`config.mk`:
```
export PLATFORM = sky130hd
export DESIGN_NAME = reciever_framer
export DESIGN_NICKNAME = d
export VERILOG_FILES = /design/src/rtl/reciever_framer.sv
export SDC_FILE = /design/constraint.sdc
export NUM_CORES = 1
export LEC_CHECK = 0
export BUFFER_PORTS_ARGS = -buffer_cell sky130_fd_sc_hd__buf_2
export CAP_MARGIN = 20
export CORE_MARGIN = 5
export CORE_UTILIZATION = 55
export DETAILED_ROUTE_END_ITERATION = 10
export PLACE_DENSITY = 0.81
export SYNTH_ARGS = -nofsm -noshare
export SYNTH_HDL_FRONTEND = slang
export SYNTH_SLANG_ARGS = --single-unit
```
`constraint.sdc`:
```
create_clock -name clk -period 3.39 [get_ports clk]
set_input_delay 0.8475 -clock clk [delete_from_list [all_inputs] [get_ports clk]]
set_output_delay 0.8475 -clock clk [all_outputs]
set_load 0.05 [all_outputs]
```
`src/rtl/reciever_framer.sv`:
```
// rtl/reciever_framer.sv - serial frame aligner/checker with a show-ahead output queue
// Hunts for HEADSTART bit-by-bit, then checks START/END positionally around the index and payload fields.
module reciever_framer #(
  parameter int          PAYLOAD_WIDTH   = 32,
  parameter int          REFERENCE_WIDTH = 16,
  parameter logic [7:0]  FRAME_HEADSTART = 8'hA5,
  parameter logic [7:0]  FRAME_START     = 8'h7E,
  parameter logic [7:0]  FRAME_END       = 8'h81,
  parameter bit          MSB_FIRST       = 1'b1,
  parameter int          FIFO_DEPTH      = 4
) (
  input  logic                               clk,
  input  logic                               clr,
  input  logic                               write,
  input  logic                               data_stream,
  output logic [PAYLOAD_WIDTH-1:0]           payload,
  output logic [REFERENCE_WIDTH-1:0]         index,
  output logic                               valid,
  input  logic                               ready,
  output logic                               frame_err,
  output logic                               overflow,
  output logic                               locked,
  output logic [$clog2(FIFO_DEPTH+1)-1:0]    level
);
  localparam int PAY_BYTES = PAYLOAD_WIDTH / 8;
  localparam int REF_BYTES = REFERENCE_WIDTH / 8;
  localparam int MAX_BYTES = (PAY_BYTES > REF_BYTES) ? PAY_BYTES : REF_BYTES;
  localparam int CNT_W     = $clog2(MAX_BYTES + 1);
  localparam int PTR_W     = $clog2(FIFO_DEPTH);
  localparam int LVL_W     = $clog2(FIFO_DEPTH + 1);
  localparam int ENT_W     = REFERENCE_WIDTH + PAYLOAD_WIDTH;

  typedef enum logic [2:0] {HUNT, HEAD, MARK, DATA, TAIL} state_t;

  state_t                       state, state_next;
  logic                         write_q, write_edge;
  logic [7:0]                   sh, cand;
  logic [2:0]                   bit_cnt;
  logic [CNT_W-1:0]             byte_cnt;
  logic [REFERENCE_WIDTH-1:0]   idx_sh;
  logic [PAYLOAD_WIDTH-1:0]     pay_sh;
  logic [REFERENCE_WIDTH+7:0]   idx_ext;
  logic [PAYLOAD_WIDTH+7:0]     pay_ext;
  logic                         err_next, ovf_next, push, pop, full, byte_done;

  logic [ENT_W-1:0]             mem [FIFO_DEPTH];
  logic [PTR_W-1:0]             wr_ptr, rd_ptr;
  logic [LVL_W-1:0]             count;

  assign write_edge = write & ~write_q;
  assign cand       = MSB_FIRST ? {sh[6:0], data_stream} : {data_stream, sh[7:1]};
  assign byte_done  = write_edge && (bit_cnt == 3'd7);
  assign idx_ext    = {idx_sh, cand};
  assign pay_ext    = {pay_sh, cand};

  assign valid  = (count != '0);
  assign full   = (count == LVL_W'(FIFO_DEPTH));
  assign pop    = valid & ready;
  assign level  = count;
  assign locked = (state != HUNT);
  assign {index, payload} = mem[rd_ptr];

  always_comb begin
    state_next = state;
    err_next   = 1'b0;
    ovf_next   = 1'b0;
    push       = 1'b0;
    case (state)
      HUNT: if (write_edge && cand == FRAME_HEADSTART) state_next = HEAD;
      HEAD: if (byte_done && byte_cnt == CNT_W'(REF_BYTES - 1)) state_next = MARK;
      MARK: if (byte_done) begin
        if (cand == FRAME_START) begin
          state_next = DATA;
        end else begin
          state_next = HUNT;
          err_next   = 1'b1;
        end
      end
      DATA: if (byte_done && byte_cnt == CNT_W'(PAY_BYTES - 1)) state_next = TAIL;
      TAIL: if (byte_done) begin
        state_next = HUNT;
        if (cand != FRAME_END) err_next = 1'b1;
        else if (full && !pop) ovf_next = 1'b1;
        else push = 1'b1;
      end
      default: state_next = HUNT;
    endcase
  end

  always_ff @(posedge clk) begin
    if (clr) begin
      state     <= HUNT;
      write_q   <= 1'b0;
      sh        <= '0;
      bit_cnt   <= '0;
      byte_cnt  <= '0;
      idx_sh    <= '0;
      pay_sh    <= '0;
      frame_err <= 1'b0;
      overflow  <= 1'b0;
      wr_ptr    <= '0;
      rd_ptr    <= '0;
      count     <= '0;
    end else begin
      state     <= state_next;
      write_q   <= write;
      frame_err <= err_next;
      overflow  <= ovf_next;
      if (write_edge) begin
        sh <= cand;
        // Byte alignment restarts at the bit after HEADSTART is recognised
        if (state == HUNT) begin
          bit_cnt  <= '0;
          byte_cnt <= '0;
        end else begin
          bit_cnt <= bit_cnt + 3'd1;
        end
      end
      if (byte_done && state == HEAD) begin
        idx_sh   <= idx_ext[REFERENCE_WIDTH-1:0];
        byte_cnt <= (byte_cnt == CNT_W'(REF_BYTES - 1)) ? '0 : byte_cnt + CNT_W'(1);
      end else if (byte_done && state == DATA) begin
        pay_sh   <= pay_ext[PAYLOAD_WIDTH-1:0];
        byte_cnt <= (byte_cnt == CNT_W'(PAY_BYTES - 1)) ? '0 : byte_cnt + CNT_W'(1);
      end
      if (push) wr_ptr <= (wr_ptr == PTR_W'(FIFO_DEPTH - 1)) ? '0 : wr_ptr + PTR_W'(1);
      if (pop)  rd_ptr <= (rd_ptr == PTR_W'(FIFO_DEPTH - 1)) ? '0 : rd_ptr + PTR_W'(1);
      if (push && !pop)      count <= count + LVL_W'(1);
      else if (pop && !push) count <= count - LVL_W'(1);
    end
  end

  // Queue storage needs no reset; valid gates its contents
  always_ff @(posedge clk) begin
    if (push) mem[wr_ptr] <= {idx_sh, pay_sh};
  end
endmodule

```
After elaboration in Yosys (flattened, before gate mapping):

Memory sizes are Yosys's and may differ from the RTL's. A register that Yosys moved wholly into a read port is not among the register bits.
Index checks and enable logic that the tools add are counted.

* register bits: 74
* bits in writable memories: 192
* bits of input ports: 5
* output and inout bits: 55
* logic and storage cells: 96
* memories kept: 1

* add/sub/neg operators: 6
* equality and inequality tests: 18
* multiplexer cells: 32
* bitwise logic cells: 6
* reduce and logical (&&, ||, !) cells: 21

Memories
* mem: words 4, width 48, read ports 1, clocked after Yosys merged registers in 1, write ports 1, RTL line 46 `logic [ENT_W-1:0] mem [FIFO_DEPTH];`

Operators by type and width (count)
* $mux W3: 14
* $pmux W3 S5: 1
* $reduce_bool A3 Y1: 4
* $mux W1: 11
* $mux W2: 5
* $ne A2 B2 Y1 const B: 5
* $add A3 B1 Y3 const B: 3
* $eq A3 B2 Y1 const B: 3
* $eq A3 B3 Y1 const B: 3
* $logic_and A1 B1 Y1: 9
* $eq A8 B7 Y1 const B: 1
* $eq A8 B8 Y1 const B: 1
* $ne A8 B8 Y1 const B: 1
* $eq A3 B1 Y1 const B: 2
* $reduce_and A5 Y1: 1
* $add A2 B1 Y2 const B: 2
* $eq A2 B2 Y1 const B: 2
* $not A1 Y1: 4
* $reduce_and A2 Y1: 2
* $reduce_or A4 Y1: 1
* $logic_not A3 Y1: 1
* $sub A3 B1 Y3 const B: 1
* $and A1 B1 Y1: 2
* $logic_not A1 Y1: 2
* other kinds (2): 2

Logic depth before layout (Yosys ltp):

* depth in word-level cells: 12
* mapped depth: 10

Worst setup path before layout:

OpenSTA, ideal clock, no wires.

* path type: input to register
* from: input data_stream
* to: memory mem[3][0] in the netlist's numbering, enable pin
* arrival: 2773 ps
* data required time: 2980 ps
* path slack: 207 ps
* cell stages on the path: 4
* cells stage by stage: nor4b_2 -> and4_1 -> nor3b_4 -> and2_1

* longest elaborated chain between the ends: 6

RTL lines
* start: declaration: RTL line 15 `input logic data_stream,`
* $ne A8 B8 Y1: RTL line 82 `if (cand != FRAME_END) err_next = 1'b1;`
* $mux W1: RTL line 82
* $mux W1: RTL line 80 `TAIL: if (byte_done) begin`
* $mux W1: RTL line 68 `case (state)`
* named net push: RTL line 44 `logic err_next, ovf_next, push, pop, full, byte_done;`
* $mux W1: RTL line 135 `if (push) mem[wr_ptr] <= {idx_sh, pay_sh};`
* $mux W1 (not written as such): RTL line 135
* end: declaration: RTL line 46

The timed path passes the listed nets, and every way through them passes these cells.

==> impl_metrics.env <==
export IMPL_status="finished, final reports clean"
export IMPL_die_h_um=145
export IMPL_cap_viol_max_count=0
export IMPL_setup_tns_ps=0
export IMPL_htree_levels=1
export IMPL_portBuffers=59
export IMPL_cp_required_ps=2540
export IMPL_drt_initial_drc_count=418
export IMPL_p_switching_mw=1.16
export IMPL_vias_per_cell=5.77
export IMPL_num_rows=49
export IMPL_finalSetupViolations=0
export IMPL_clockPowerShare_pct=43.3
export IMPL_antenna_found_initial=0
export IMPL_worst_path_largest_cell_delay_ps=600
export IMPL_drtAntennaViolNets=0
export IMPL_drive_above_1_share_pct=23.9
export IMPL_internal_power_mw=5.02
export IMPL_n_fill_cell=1241
export IMPL_syn_nets=646
export IMPL_wl_per_cell_um=20.3
export IMPL_swShare_pct=18.7
export IMPL_overflow=0
export IMPL_min_path_type="reg2reg"
export IMPL_ctsLongestPathBuffers=3
export IMPL_final_seq_area_sq_mm=0.00729
export IMPL_synth_fa_ha_area_share_pct=1.70
export IMPL_worst_slack_ps=400
export IMPL_synthMuxAreaShare_pct=11.3
export IMPL_syn_area_sq_mm=0.00999
export IMPL_multi_input_area_sq_mm=0.00255
export IMPL_pre_cts_ws_ps=274
export IMPL_route_vias_total=5434
export IMPL_worstHoldStart="bit_cnt[2]"
export IMPL_gp_congestion=0.822
export IMPL_antenna_diode_count=0
export IMPL_reg2reg_setup_slack_ps=780
export IMPL_core_sq_mm=0.0179
export IMPL_die_area_sq_mm=0.0210
export IMPL_num_io_pins=60
export IMPL_cts_hold_buf=0
export IMPL_area_growth_pct=14.4
export IMPL_slew_viol_final=0
export IMPL_drt_pass1_iterations=5
export IMPL_cp_start_kind="register"
export IMPL_die_x_um=145
export IMPL_pwr_share_comb_pct=0.5
export IMPL_final_common_cell="edfxtp_1"
export IMPL_grt_util_all_layers_pct=18.6
export IMPL_clk_latency_ps=500
export IMPL_stdcell_count=941
export IMPL_final_design_area_no_fill_sq_mm=0.0114
export IMPL_end_kind="output pin"
export IMPL_path_depth=3
export IMPL_synth_xor_area_share_pct=0.263
export IMPL_yosys_warnings=0
export IMPL_arrival_ps=2140
export IMPL_hpwl_mm=11.1
export IMPL_cts_root_buf="clkbuf_16"
export IMPL_reg2reg_depth=9
export IMPL_synth_top_family_by_area="multiplexers"
export IMPL_p_leak_nw=4.32
export IMPL_dp_cells=896
export IMPL_drc=0
export IMPL_nets=712
export IMPL_cts_tree="built"
export IMPL_syn_area_per_cell_sq_um=15.9
export IMPL_grt_pass1_vias=5642
export IMPL_crit_end="payload[5]"
export IMPL_slowest_stage="dfxtp_4"
export IMPL_cts_setup_buffers=0
export IMPL_cts_sink_count=268
export IMPL_critical_path_reg2reg_endpoint="level[2]"
export IMPL_powerDensity_mw_per_mm2=540
export IMPL_cp_top_family="flip-flops"
export IMPL_clkTransAtPathRegs_ps=60
export IMPL_rsz0062_at_grt="no"
export IMPL_grt_max_degree=51
export IMPL_path_cells="buf_12 -> mux4_2 -> buf_2"
export IMPL_synth_cells=628
export IMPL_tightest_slew_ps=1010
export IMPL_yosys_area_share_simple_pct=7.86
export IMPL_final_cell_mix="edfxtp_1 (192), nand2_1 (120), dfxtp_1 (74), a21oi_1 (66), buf_2 (59)"
export IMPL_drt_total_wl_mm=19.1
export IMPL_initial_core_util_pct=55.8
export IMPL_ys_seq_elements=268
export IMPL_finalCriticalPeriod_ps=2990
export IMPL_ys_seq_area_share_pct=72.9
export IMPL_synth_compound_gate_area_share_pct=4.27
export IMPL_postPlaceCellArea_sq_mm=0.0106
export IMPL_timing_slew_headroom_pct=32.9
export IMPL_grt_pass1_wl_mm=30.4
export IMPL_ctsResizeCount=0
export IMPL_hold_viol=0
export IMPL_fmaxAchievable_mhz=334
export IMPL_crit_path_max_fanout=18
export IMPL_numCtsBuffers=25
export IMPL_r2r_start="state[2]"
export IMPL_min_period_over_period_pct=88.2
export IMPL_critPathBufInv=2
export IMPL_skew_ps=7.05
export IMPL_ir_worst_vdd_mv=0.410
export IMPL_seqPwrFrac_pct=56.1
export IMPL_path_class="reg2out"
export IMPL_synthDistinctLibCells=40
==> worst min path at each step <==
stage,to,slack (ps),cells after the start
after floorplan,bit_cnt[1],440,2
after global placement,bit_cnt[1],440,2
after detailed placement,bit_cnt[2],460,2
after CTS,bit_cnt[2],470,2
after global routing,bit_cnt[2],500,2
final,bit_cnt[2],470,2
==> flip-flops by register name, indices dropped and copies added (netlist names), named ones only <==
signal     cells
frame_err      1
state          3
bit_cnt        3
byte_cnt       3
sh             7
pay_sh        32
mem          192
idx_sh        16
overflow       1
rd_ptr         2
wr_ptr         2
level          3
write_q        1
==> layout make-up <==
type	instances	share of cell area [%]
Clock inverter	14	1.05
Inverter	8	0.263
Multi-Input combinational cell	319	22.3
Sequential cell	268	63.8
Timing Repair Buffer	72	4.20
Clock buffer	31	5.85
Tap cell	229	2.51
==> through the flow <==
stage	power [mW]	utilization [%]	hold slack, ps
after floorplan	3.56	-	436
after global placement	3.57	59.4	443
after detailed placement	3.57	59.4	462
after CTS	6.22	63.8	470
after global routing	6.37	63.8	501
final	6.18	63.8	474
==> logic make-up (layout without fill, tap and decap cells) <==
group | after synthesis | after routing
DFF | 268 | 268
and+or+nand+nor | 171 | 171
AOI/OAI and AO/OA | 79 | 79
muxes | 53 | 53
buffers and inverters | 41 | 125
adders and majority gates | 13 | 13
xor gates and xnor gates | 3 | 3
==> tightest hold or removal path, cell delays in order, from the launching register on <==
cell     delay, ps
dfxtp_1        310
nand2_1         50
a21oi_1         60
==> Yosys cell counts <==
cell type,n,area (sq um)
inv_1,8,30.0
nor3b_1,1,7.51
or2b_1,1,7.51
o21ai_0,4,20.0
o22ai_1,1,6.26
a22oi_1,3,22.5
or4_1,1,7.51
and4_1,2,17.5
buf_1,2,7.51
dfxtp_1,76,1520
nor4b_2,1,15.0
fa_1,1,20.0
a211o_1,1,8.76
a31oi_1,1,6.26
nand4_1,1,6.26
o41ai_2,1,16.3
o311ai_0,1,8.76
nor3b_4,1,18.8
xor2_1,3,26.3
nor3b_2,1,12.5
nor4b_1,1,8.76
nor2_1,13,48.8
nand3_1,3,15.0
nor3_1,1,5.00
a21oi_1,66,330
nand2b_1,5,31.3
mux2i_1,5,50.1
and2_1,5,31.3
nor3_2,2,20.0
nand4b_1,1,8.76
mux4_2,48,1080
nor2b_1,4,25.0
or4_4,1,11.3
buf_2,10,50.1
ha_1,12,150
a211oi_1,1,7.51
or3_1,6,37.5
clkbuf_1,21,78.8
nand2_1,120,450
edfxtp_1,192,5770
==> power by group through the flow <==
stage / combinational, mW / sequential (mW) / clock (mW)
CTS: 0.0324 / 3.47 / 2.72
global route: 0.0358 / 3.46 / 2.87
global placement: 0.0306 / 3.54 / 0
detailed placement: 0.0325 / 3.54 / 0
floorplan: 0.0215 / 3.54 / 0
finish: 0.0326 / 3.47 / 2.68
==> metal layers <==
layer | share of wire, % | vias up | global-route usage (%)
met2 | 51 | 228 | 31.5
met5 | 0 | - | 0
met4 | 1.6 | 0 | 4.12
met1 | 39 | 2698 | 25.5
li1 | - | 2482 | -
met3 | 7.6 | 26 | 3.29
Note: power is estimated with default switching activity, not from simulation.
